$ cat src/rtl/uart_tx_arbiter_pkg.sv
// Shared types and helpers for the UART transmit arbiter.
package uart_tx_arbiter_pkg;

  // Two-bit encoding leaves room for future states.
  typedef enum logic [1:0] {
    ST_IDLE = 2'b00,
    ST_XFER = 2'b01
  } arb_state_e;

  function automatic int unsigned idx_w(input int unsigned n);
    return (n > 1) ? $clog2(n) : 1;
  endfunction

endpackage

$ cat src/rtl/uart_tx_arbiter_rr_pick.sv
// Combinational round-robin picker: first set request after ptr, wrapping modulo N.
module rr_pick
  import uart_tx_arbiter_pkg::*;
#(
  parameter int unsigned N  = 4,
  parameter int unsigned IW = idx_w(N)
) (
  input  logic [N-1:0]  req,
  input  logic [IW-1:0] ptr,
  output logic [N-1:0]  win,
  output logic [IW-1:0] idx,
  output logic          any
);

  int unsigned base;
  int unsigned pos;

  always_comb begin
    win  = '0;
    idx  = '0;
    any  = 1'b0;
    base = 32'(ptr);
    pos  = 0;
    for (int unsigned k = 1; k <= N; k++) begin
      pos = (base + k) % N;
      if (!any && req[pos]) begin
        any      = 1'b1;
        win[pos] = 1'b1;
        idx      = IW'(pos);
      end
    end
  end

endmodule

$ cat src/rtl/uart_tx_arbiter.sv
// Round-robin, packet-granular arbiter sharing one uart_byte_tx among N_REQ byte streams.
module uart_tx_arbiter
  import uart_tx_arbiter_pkg::*;
#(
  parameter int unsigned N_REQ     = 4,
  parameter int unsigned BYTE_SIZE = 8,
  parameter int unsigned MAX_PKT   = 16
) (
  input  logic                       CLK,
  input  logic                       RST,
  input  logic                       en,
  input  logic [N_REQ-1:0]           req_mask,
  input  logic [N_REQ-1:0]           req_valid,
  input  logic [N_REQ*BYTE_SIZE-1:0] req_data,
  input  logic [N_REQ-1:0]           req_last,
  output logic [N_REQ-1:0]           req_ready,
  output logic [BYTE_SIZE-1:0]       tx_data,
  output logic                       tx_valid,
  input  logic                       tx_ready,
  output logic [N_REQ-1:0]           grant,
  output logic                       busy,
  output logic                       pkt_done,
  output logic                       pkt_abort
);

  localparam int unsigned   IW       = idx_w(N_REQ);
  localparam int unsigned   CW       = $clog2(MAX_PKT + 1);
  localparam logic [CW-1:0] CNT_LAST = CW'(MAX_PKT - 1);
  localparam logic [IW-1:0] PTR_RST  = IW'(N_REQ - 1);

  arb_state_e           state_q, state_d;
  logic [N_REQ-1:0]     grant_q, grant_d;
  logic [IW-1:0]        gidx_q, gidx_d;
  logic [IW-1:0]        rr_ptr_q, rr_ptr_d;
  logic [CW-1:0]        byte_cnt_q, byte_cnt_d;
  logic                 pkt_done_q, pkt_done_d;
  logic                 pkt_abort_q, pkt_abort_d;

  logic [N_REQ-1:0]     cand;
  logic [N_REQ-1:0]     pick_win;
  logic [IW-1:0]        pick_idx;
  logic                 pick_any;
  logic [BYTE_SIZE-1:0] own_data;

  assign cand = req_valid & req_mask;

  rr_pick #(
    .N  (N_REQ),
    .IW (IW)
  ) u_pick (
    .req (cand),
    .ptr (rr_ptr_q),
    .win (pick_win),
    .idx (pick_idx),
    .any (pick_any)
  );

  always_comb begin
    own_data = '0;
    for (int unsigned i = 0; i < N_REQ; i++) begin
      if (gidx_q == IW'(i)) own_data = req_data[i*BYTE_SIZE +: BYTE_SIZE];
    end
  end

  always_comb begin
    state_d     = state_q;
    grant_d     = grant_q;
    gidx_d      = gidx_q;
    rr_ptr_d    = rr_ptr_q;
    byte_cnt_d  = byte_cnt_q;
    pkt_done_d  = 1'b0;
    pkt_abort_d = 1'b0;
    tx_valid    = 1'b0;
    tx_data     = '0;
    req_ready   = '0;

    case (state_q)
      ST_IDLE: begin
        if (en && pick_any) begin
          state_d    = ST_XFER;
          grant_d    = pick_win;
          gidx_d     = pick_idx;
          rr_ptr_d   = pick_idx;
          byte_cnt_d = '0;
        end
      end

      ST_XFER: begin
        // rr_ptr already points at the aborted owner, so it drops to the back of the queue.
        if (!en) begin
          state_d     = ST_IDLE;
          grant_d     = '0;
          byte_cnt_d  = '0;
          pkt_abort_d = 1'b1;
        end else begin
          tx_valid          = req_valid[gidx_q];
          tx_data           = tx_valid ? own_data : '0;
          req_ready[gidx_q] = tx_ready;
          if (tx_valid && tx_ready) begin
            if (req_last[gidx_q] || byte_cnt_q == CNT_LAST) begin
              state_d    = ST_IDLE;
              grant_d    = '0;
              byte_cnt_d = '0;
              pkt_done_d = 1'b1;
            end else begin
              byte_cnt_d = byte_cnt_q + 1'b1;
            end
          end
        end
      end

      default: begin
        state_d = ST_IDLE;
        grant_d = '0;
      end
    endcase
  end

  always_ff @(posedge CLK) begin
    if (RST) begin
      state_q     <= ST_IDLE;
      grant_q     <= '0;
      gidx_q      <= '0;
      rr_ptr_q    <= PTR_RST;
      byte_cnt_q  <= '0;
      pkt_done_q  <= 1'b0;
      pkt_abort_q <= 1'b0;
    end else begin
      state_q     <= state_d;
      grant_q     <= grant_d;
      gidx_q      <= gidx_d;
      rr_ptr_q    <= rr_ptr_d;
      byte_cnt_q  <= byte_cnt_d;
      pkt_done_q  <= pkt_done_d;
      pkt_abort_q <= pkt_abort_d;
    end
  end

  assign grant     = grant_q;
  assign busy      = (state_q == ST_XFER);
  assign pkt_done  = pkt_done_q;
  assign pkt_abort = pkt_abort_q;

endmodule

$ cat config.mk
export PLATFORM = sky130hd
export DESIGN_NAME = uart_tx_arbiter
export DESIGN_NICKNAME = d
export VERILOG_FILES = /design/src/rtl/uart_tx_arbiter_pkg.sv /design/src/rtl/uart_tx_arbiter_rr_pick.sv /design/src/rtl/uart_tx_arbiter.sv
export SDC_FILE = /design/constraint.sdc
export NUM_CORES = 1
export LEC_CHECK = 0
export CAP_MARGIN = 5
export CORE_MARGIN = 3
export CORE_UTILIZATION = 45
export CTS_BUF_LIST = sky130_fd_sc_hd__clkbuf_4 sky130_fd_sc_hd__clkbuf_8
export DETAILED_ROUTE_END_ITERATION = 12
export GPL_ROUTABILITY_DRIVEN = 0
export PLACE_DENSITY_LB_ADDON = 0.05
export SLEW_MARGIN = 20
export SYNTH_ARGS = -nofsm -noshare
export SYNTH_HDL_FRONTEND = slang
export SYNTH_HIERARCHICAL = 1
export SYNTH_SLANG_ARGS = --single-unit
$ cat constraint.sdc
create_clock -name CLK -period 3 [get_ports CLK]
set_input_delay 0.45 -clock CLK [delete_from_list [all_inputs] [get_ports CLK]]
set_output_delay 0.45 -clock CLK [all_outputs]
set_load 0.02 [all_outputs]
Word level (Yosys, flattened, before mapping)
Index checks and enable logic that the tools add are counted.
W data, S select, Z words.

word-level totals
  bits in registers = 17
  input port bits = 48
  output and inout bits = 20
  logic and storage cells = 122

cells by class
  add/sub/neg operators = 5
  magnitude comparators = 10
  eq/ne operators = 8
  multiplexer cells = 62
  bitwise operators = 8
  reduce and logical (&&, ||, !) cells = 22

operators with widths
  kind                   number
  $mux W8                7
  $mux W4                10
  $mux W5                4
  $mux W1                19
  $mux W2                8
  $lt A2 B3 Y1 const B   5
  $bmux W1 S2            6
  $or A4 B4 Y4           3
  $demux W1 S2           5
  $ge A2 B1 Y1 const B   5
  $logic_and A1 B1 Y1    10
  $pmux W5 S2            1
  $and A4 B4 Y4          2
  $pmux W4 S2            1
  $ne A3 B2 Y1 const B   2
  $reduce_and A3 Y1      2
  $add A5 B1 Y5 const B  1
  $eq A5 B4 Y1 const B   1
  $add A2 B1 Y2 const B  2
  $add A2 B2 Y2 const B  2
  $eq A2 B1 Y1 const B   2
  $eq A2 B2 Y1 const B   2
  $logic_not A2 Y1       2
  $pmux W2 S2            1
  8 further kinds        12

Longest topological paths before layout
  depth after elaboration = 16
  depth in mapped cells = 11
  gate-level depth less buffers = 9

Cells and area by module
Netlist, hierarchy kept.

by module, submodules not included
  module           times used  cells an instance  area each (um^2)  sequential area each (um^2)
  uart_tx_arbiter  1           127                1206.2            320.3
  rr_pick          1           68                 525.5             0.0

Worst setup path after synthesis
No wires, ideal clock.

  kind = reg-to-reg
  start point = reg rr_ptr_q[0]
  end point = reg grant_q[0] (netlist: grant[0])
  library setup time = 0.132 ns
  arrival time = 1.984 ns
  required time = 2.868 ns
  path slack = 0.884 ns
  stages on the path, launching flop included = 11
  buffers on the path = 2
  period minus slack after synthesis = 2.116 ns
  path through = dfxtp_1 > buf_4 > inv_2 > ha_1 > buf_6 > mux2i_4 > o21ai_1 > a221o_1 > nand3_1 > a21o_1 > a21oi_1

on the way
  elaborated cells between the ends (all ways) = 54
  classes of those cells = 4 x add/sub; 8 x order compare; 1 x eq/ne; 26 x mux; 3 x bitwise; 12 x reduce/logical

RTL lines
  item                                                                   RTL line                       RTL
  start: declaration                                                     uart_tx_arbiter.sv:34          logic [IW-1:0] rr_ptr_q, rr_ptr_d;
  start signal: assignment                                               uart_tx_arbiter.sv:132         rr_ptr_q <= rr_ptr_d;
  parallel branches: the longest is 12 deep, another holds $lt A2 B3 Y1  --
  $mux W4 (*)                                                            uart_tx_arbiter_rr_pick.sv:26  if (!any && req[pos]) begin
  net pick_win[0]                                                        uart_tx_arbiter.sv:40          logic [N_REQ-1:0] pick_win;
  $mux W4 (*)                                                            uart_tx_arbiter.sv:79          if (en && pick_any) begin
  $pmux W4 S2 (*)                                                        uart_tx_arbiter.sv:77          case (state_q)
  end signal: assignment                                                 uart_tx_arbiter.sv:130         grant_q <= grant_d;
  end: declaration                                                       uart_tx_arbiter.sv:32          logic [N_REQ-1:0] grant_q, grant_d;

Mark *: on every way through the listed nets, which the timed path passes. The select of a mux whose other input is x is not followed.
A chain may end at the register's enable or synchronous reset.

Final worst setup path
  start point = reg gidx_q[0]
  end point = out tx_data[7]

on the way
  cells in the longest elaborated chain, start to end = 8
  elaborated cells between the ends (all ways) = 13
  classes of those cells = 3 x eq/ne; 9 x mux; 1 x reduce/logical

RTL lines
  item                      RTL line                RTL
  start: declaration        uart_tx_arbiter.sv:33   logic [IW-1:0] gidx_q, gidx_d;
  start signal: assignment  uart_tx_arbiter.sv:131  gidx_q <= gidx_d;
  $logic_not A2 Y1          uart_tx_arbiter.sv:61   if (gidx_q == IW'(i)) own_data = req_data[i*BYTE_SIZE +: BYTE_SIZE];
  $mux W8 (4 in series)     uart_tx_arbiter.sv:61
  $mux W8 (*)               uart_tx_arbiter.sv:97   tx_data = tx_valid ? own_data : '0;
  $mux W8 (*)               uart_tx_arbiter.sv:90   if (!en) begin
  $mux W8 (*)               uart_tx_arbiter.sv:77
  end: declaration          uart_tx_arbiter.sv:17   output logic [BYTE_SIZE-1:0] tx_data,

Mark *: on every way between the ends. The rest lies on a longest branch, timed or not. The select of a mux whose other input is x is not followed.

==> flow_results.xml <==
<?xml version="1.0" encoding="UTF-8"?>
<metrics>
  <group name="status">
    <metric name="run_status" unit="">complete, no violations</metric>
  </group>
  <group name="layout">
    <metric name="multiInputGateArea" unit="um2">1290</metric>
    <metric name="seqCellArea" unit="um2">320</metric>
    <metric name="layout.cells.non_filler" unit="">305</metric>
    <metric name="antenna-diode-count" unit="">0</metric>
    <metric name="areaGrowthSynthToFinish" unit="%">42.8</metric>
    <metric name="layout.filler_cells" unit="">272</metric>
    <metric name="drive_gt1_share" unit="%">12.4</metric>
    <metric name="mostFrequentLayoutCell" unit="">clkdlybuf4s50_1</metric>
    <metric name="mostFrequentLayoutCells" unit="">clkdlybuf4s50_1 (67), nand2_1 (21), dfxtp_1 (16)</metric>
    <metric name="nets" unit="">318</metric>
  </group>
  <group name="die">
    <metric name="initial_cell_density_of_the_core" unit="%">49.2</metric>
    <metric name="fp.dieArea" unit="um2">4630</metric>
    <metric name="ios" unit="">68</metric>
    <metric name="num_rows" unit="">21</metric>
    <metric name="design.core.area" unit="um2">3520</metric>
    <metric name="die-height" unit="um">68.0</metric>
    <metric name="chipWidth" unit="um">68.0</metric>
  </group>
  <group name="logic_synthesis">
    <metric name="postSynthCellCount" unit="">195</metric>
    <metric name="yosys.cell_types.count" unit="">52</metric>
    <metric name="yosysSeqAreaShare" unit="%">18.5</metric>
    <metric name="ys_warn_count" unit="">6</metric>
    <metric name="netlist.top_cell.by_area" unit="">dfxtp_1</metric>
    <metric name="synth.cell_area" unit="um2">1730</metric>
    <metric name="synthesized_area_per_cell" unit="um2">8.88</metric>
    <metric name="postSynth.topFlopCell" unit="">dfxtp_1</metric>
    <metric name="synthDominantCellAreaShare" unit="%">18.5</metric>
    <metric name="synth_seq_cells" unit="">16</metric>
    <metric name="number_of_enable_type_register_cells_in_the_synthesized_netlist" unit="">0</metric>
    <metric name="postSynth.asyncResetShare" unit="%">0</metric>
    <metric name="ys_top_cells_by_area" unit="">dfxtp_1 (18%), mux4_2 (10%), ha_1 (7.2%), nand2_1 (4.6%), and3_1 (4.3%)</metric>
    <metric name="synth_fp_nets" unit="">253</metric>
  </group>
  <group name="timing">
    <metric name="max_slew.worst_pin.slew" unit="ns">0.640</metric>
    <metric name="period_share" unit="%">89.4</metric>
    <metric name="totalNegativeSetupSlack" unit="ns">0</metric>
    <metric name="finalClockSkew" unit="ns">0.00221</metric>
    <metric name="rsz0062_at_grt" unit="">false</metric>
    <metric name="maxClockFrequency" unit="MHz">373</metric>
    <metric name="slew-limit-headroom" unit="%">57.2</metric>
    <metric name="timing.final.crit_period" unit="ns">2.68</metric>
    <metric name="report.final.setup_viol" unit="">0</metric>
    <metric name="final_hold_viol_count" unit="">0</metric>
    <metric name="final_max_slew_viol_count" unit="">0</metric>
  </group>
  <group name="critical_path">
    <metric name="worst_setup_path_start_kind" unit="">flip-flop</metric>
    <metric name="timing.critical_path.slowest_cell_delay" unit="ns">0.64</metric>
    <metric name="cp_max_fo" unit="">17</metric>
    <metric name="reg_to_reg_endpoint" unit="">grant[0]</metric>
    <metric name="critical_path.endpoint_type" unit="">output pin</metric>
    <metric name="crit_buf_inv" unit="">2</metric>
    <metric name="criticalPathCategory" unit="">reg -&gt; out</metric>
    <metric name="reg2reg_from" unit="">rr_ptr_q[1]</metric>
    <metric name="arrival" unit="ns">2.23</metric>
    <metric name="worst_path_required" unit="ns">2.55</metric>
    <metric name="worstRegToRegCells" unit="">8</metric>
    <metric name="regToRegSetupSlack" unit="ns">0.47</metric>
    <metric name="crit_path_cell_trace" unit="">buf_4, mux4_2, and3_1, clkdlybuf4s50_1</metric>
    <metric name="path_delay_family" unit="">buffers and inverters</metric>
    <metric name="cell_type_of_the_slowest_stage_on_the_worst_timing_path" unit="">mux4_2</metric>
  </group>
  <group name="cts">
    <metric name="post-cts-setup-buffers" unit="">0</metric>
    <metric name="cts-buffers-inserted" unit="">3</metric>
    <metric name="clockRootBuffer" unit="">clkbuf_8</metric>
    <metric name="cts_hold_repair.buffers" unit="">0</metric>
    <metric name="clock_tree.buffer_depth" unit="">2</metric>
    <metric name="ctsResizeCount" unit="">0</metric>
    <metric name="cts.sinks" unit="">16</metric>
    <metric name="worst_setup_hold_path_clk_slew" unit="ns">0.07</metric>
    <metric name="clk_latency" unit="ns">0.25</metric>
    <metric name="cts_tree" unit="">done</metric>
    <metric name="cts.htree.levels" unit="">1</metric>
  </group>
  <group name="global_route">
    <metric name="globalRouteOverflowTotal" unit="">0</metric>
    <metric name="via_count_of_the_first_global_routing_pass" unit="">1578</metric>
    <metric name="grt_total_usage" unit="%">21.3</metric>
    <metric name="grt_max_degree" unit="">18</metric>
    <metric name="grt_antenna_before_repair" unit="">0</metric>
    <metric name="grt_first_pass_wirelength" unit="um">7660</metric>
  </group>
  <group name="pwr">
    <metric name="power.density" unit="nW/um2">307</metric>
    <metric name="irDropWorstVdd" unit="mV">0.396</metric>
    <metric name="static-leakage-power" unit="nW">0.931</metric>
  </group>
  <group name="route">
    <metric name="postRouteAntennaNets" unit="">0</metric>
    <metric name="viasPerCell" unit="">5.76</metric>
    <metric name="firstDrtPassIters" unit="">4</metric>
    <metric name="detail_route.wl_per_cell" unit="um">15.9</metric>
    <metric name="drt_first_iter_violations" unit="">101</metric>
    <metric name="via_count" unit="">1756</metric>
    <metric name="drt-total-wl" unit="um">4840</metric>
    <metric name="route.detailed.drc" unit="">0</metric>
  </group>
  <group name="min_path">
    <metric name="holdCritStartpoint" unit="">byte_cnt_q[4]</metric>
    <metric name="hold_depth" unit="">2</metric>
    <metric name="min-delay-path-class" unit="">reg -&gt; reg</metric>
    <metric name="min_to" unit="">byte_cnt_q[4]</metric>
  </group>
  <group name="place">
    <metric name="placedCellCount" unit="">301</metric>
    <metric name="port_buffers" unit="">67</metric>
    <metric name="dp_hpwl" unit="um">3770</metric>
  </group>
  <group name="run">
    <metric name="cap_viol_max_count" unit="">0</metric>
  </group>
</metrics>
-- worst max path at each step --
| stage | start | endpoint | slack [ns] | cells past startpoint |
|---|---|---|---|---|
| after floorplan | rr_ptr_q[0] | grant[0] | 0.88 | 10 |
| after global placement | req_valid[3] | tx_data[7] | 0.32 | 4 |
| after detailed placement | req_valid[2] | grant[2] | 0.31 | 10 |
| after CTS | gidx_q[0] | tx_data[7] | 0.30 | 4 |
| after global routing | gidx_q[0] | tx_data[7] | 0.19 | 4 |
| final | gidx_q[0] | tx_data[7] | 0.32 | 4 |
-- per-stage QoR --
| step | total power [W] | cell area [um2] | hold WS (ns) | utilization, % | worst slack [ns] |
|---|---|---|---|---|---|
| detailed placement | 0.000569 | 2420 | 0.474 | 68.7 | 0.309 |
| finish | 0.000758 | 2470 | 0.479 | 70.3 | 0.318 |
| global route | 0.000801 | 2470 | 0.516 | 70.3 | 0.190 |
| floorplan | 0.000459 | 1730 | 0.450 | - | 0.884 |
| CTS | 0.000762 | 2470 | 0.482 | 70.3 | 0.299 |
| global placement | 0.000567 | 2420 | 0.456 | 68.7 | 0.323 |
-- synth_stat cells (all sizes together), types with 5 or more instances --
master	n
nand2	21
mux4	10
nor2	11
and2	6
dfxtp	16
mux2i	5
o21ai	15
a221oi	5
a21oi	14
inv	8
buf	8
clkbuf	5
ha	10
nand3	5
and3	12
-- layer usage --
layer / global-route usage, % / up-vias / wire (um)
li1: - / 867 / -
met1: 31.0 / 807 / 2210
met2: 32.3 / 80 / 2070
met3: 5.75 / 2 / 556
met4: 2.48 / 0 / 8
met5: 0 / - / 0
-- worst register-to-register path: stages, from the launching register on --
cell and delay (ns):
dfxtp_1 0.57, inv_1 0.24, ha_1 0.57, mux2i_4 0.38, o21ai_1 0.12, a221o_1 0.27, nand3_1 0.09, a21o_1 0.11
a21oi_1 0.05
-- layout make-up --
| class | count | area share (%) |
|---|---|---|
| Clock buffer | 4 | 2.23 |
| Inverter | 8 | 1.21 |
| Multi-Input combinational cell | 158 | 52.4 |
| Sequential cell | 16 | 12.9 |
| Tap cell | 46 | 2.33 |
| Timing Repair Buffer | 73 | 28.9 |
-- cells by family (layout without fill, tap and decap cells) --
kind of cell | count (synthesis) | in the layout | synth area share (%)
adder cells (fa/ha/maj) | 10 | 10 | 7.23
multiplexers | 17 | 17 | 18.8
AO/OA/AOI/OAI | 58 | 58 | 26.6
AND/OR/NAND/NOR | 73 | 73 | 22.2
buffers and inverters | 21 | 85 | 6.72
flip-flops | 16 | 16 | 18.5
-- where the power goes --
| part | switching, W | internal, W |
|---|---|---|
| sequential | 0.0000123 | 0.000222 |
| clock | 0.0000753 | 0.000116 |
| combinational | 0.000160 | 0.000172 |
-- sequential cells by signal, indices dropped and copies added (netlist names) --
name,flops
rr_ptr_q,2
pkt_done,1
pkt_abort,1
state_q,1
gidx_q,2
grant,4
byte_cnt_q,5
(Power assumes the default switching activity.)
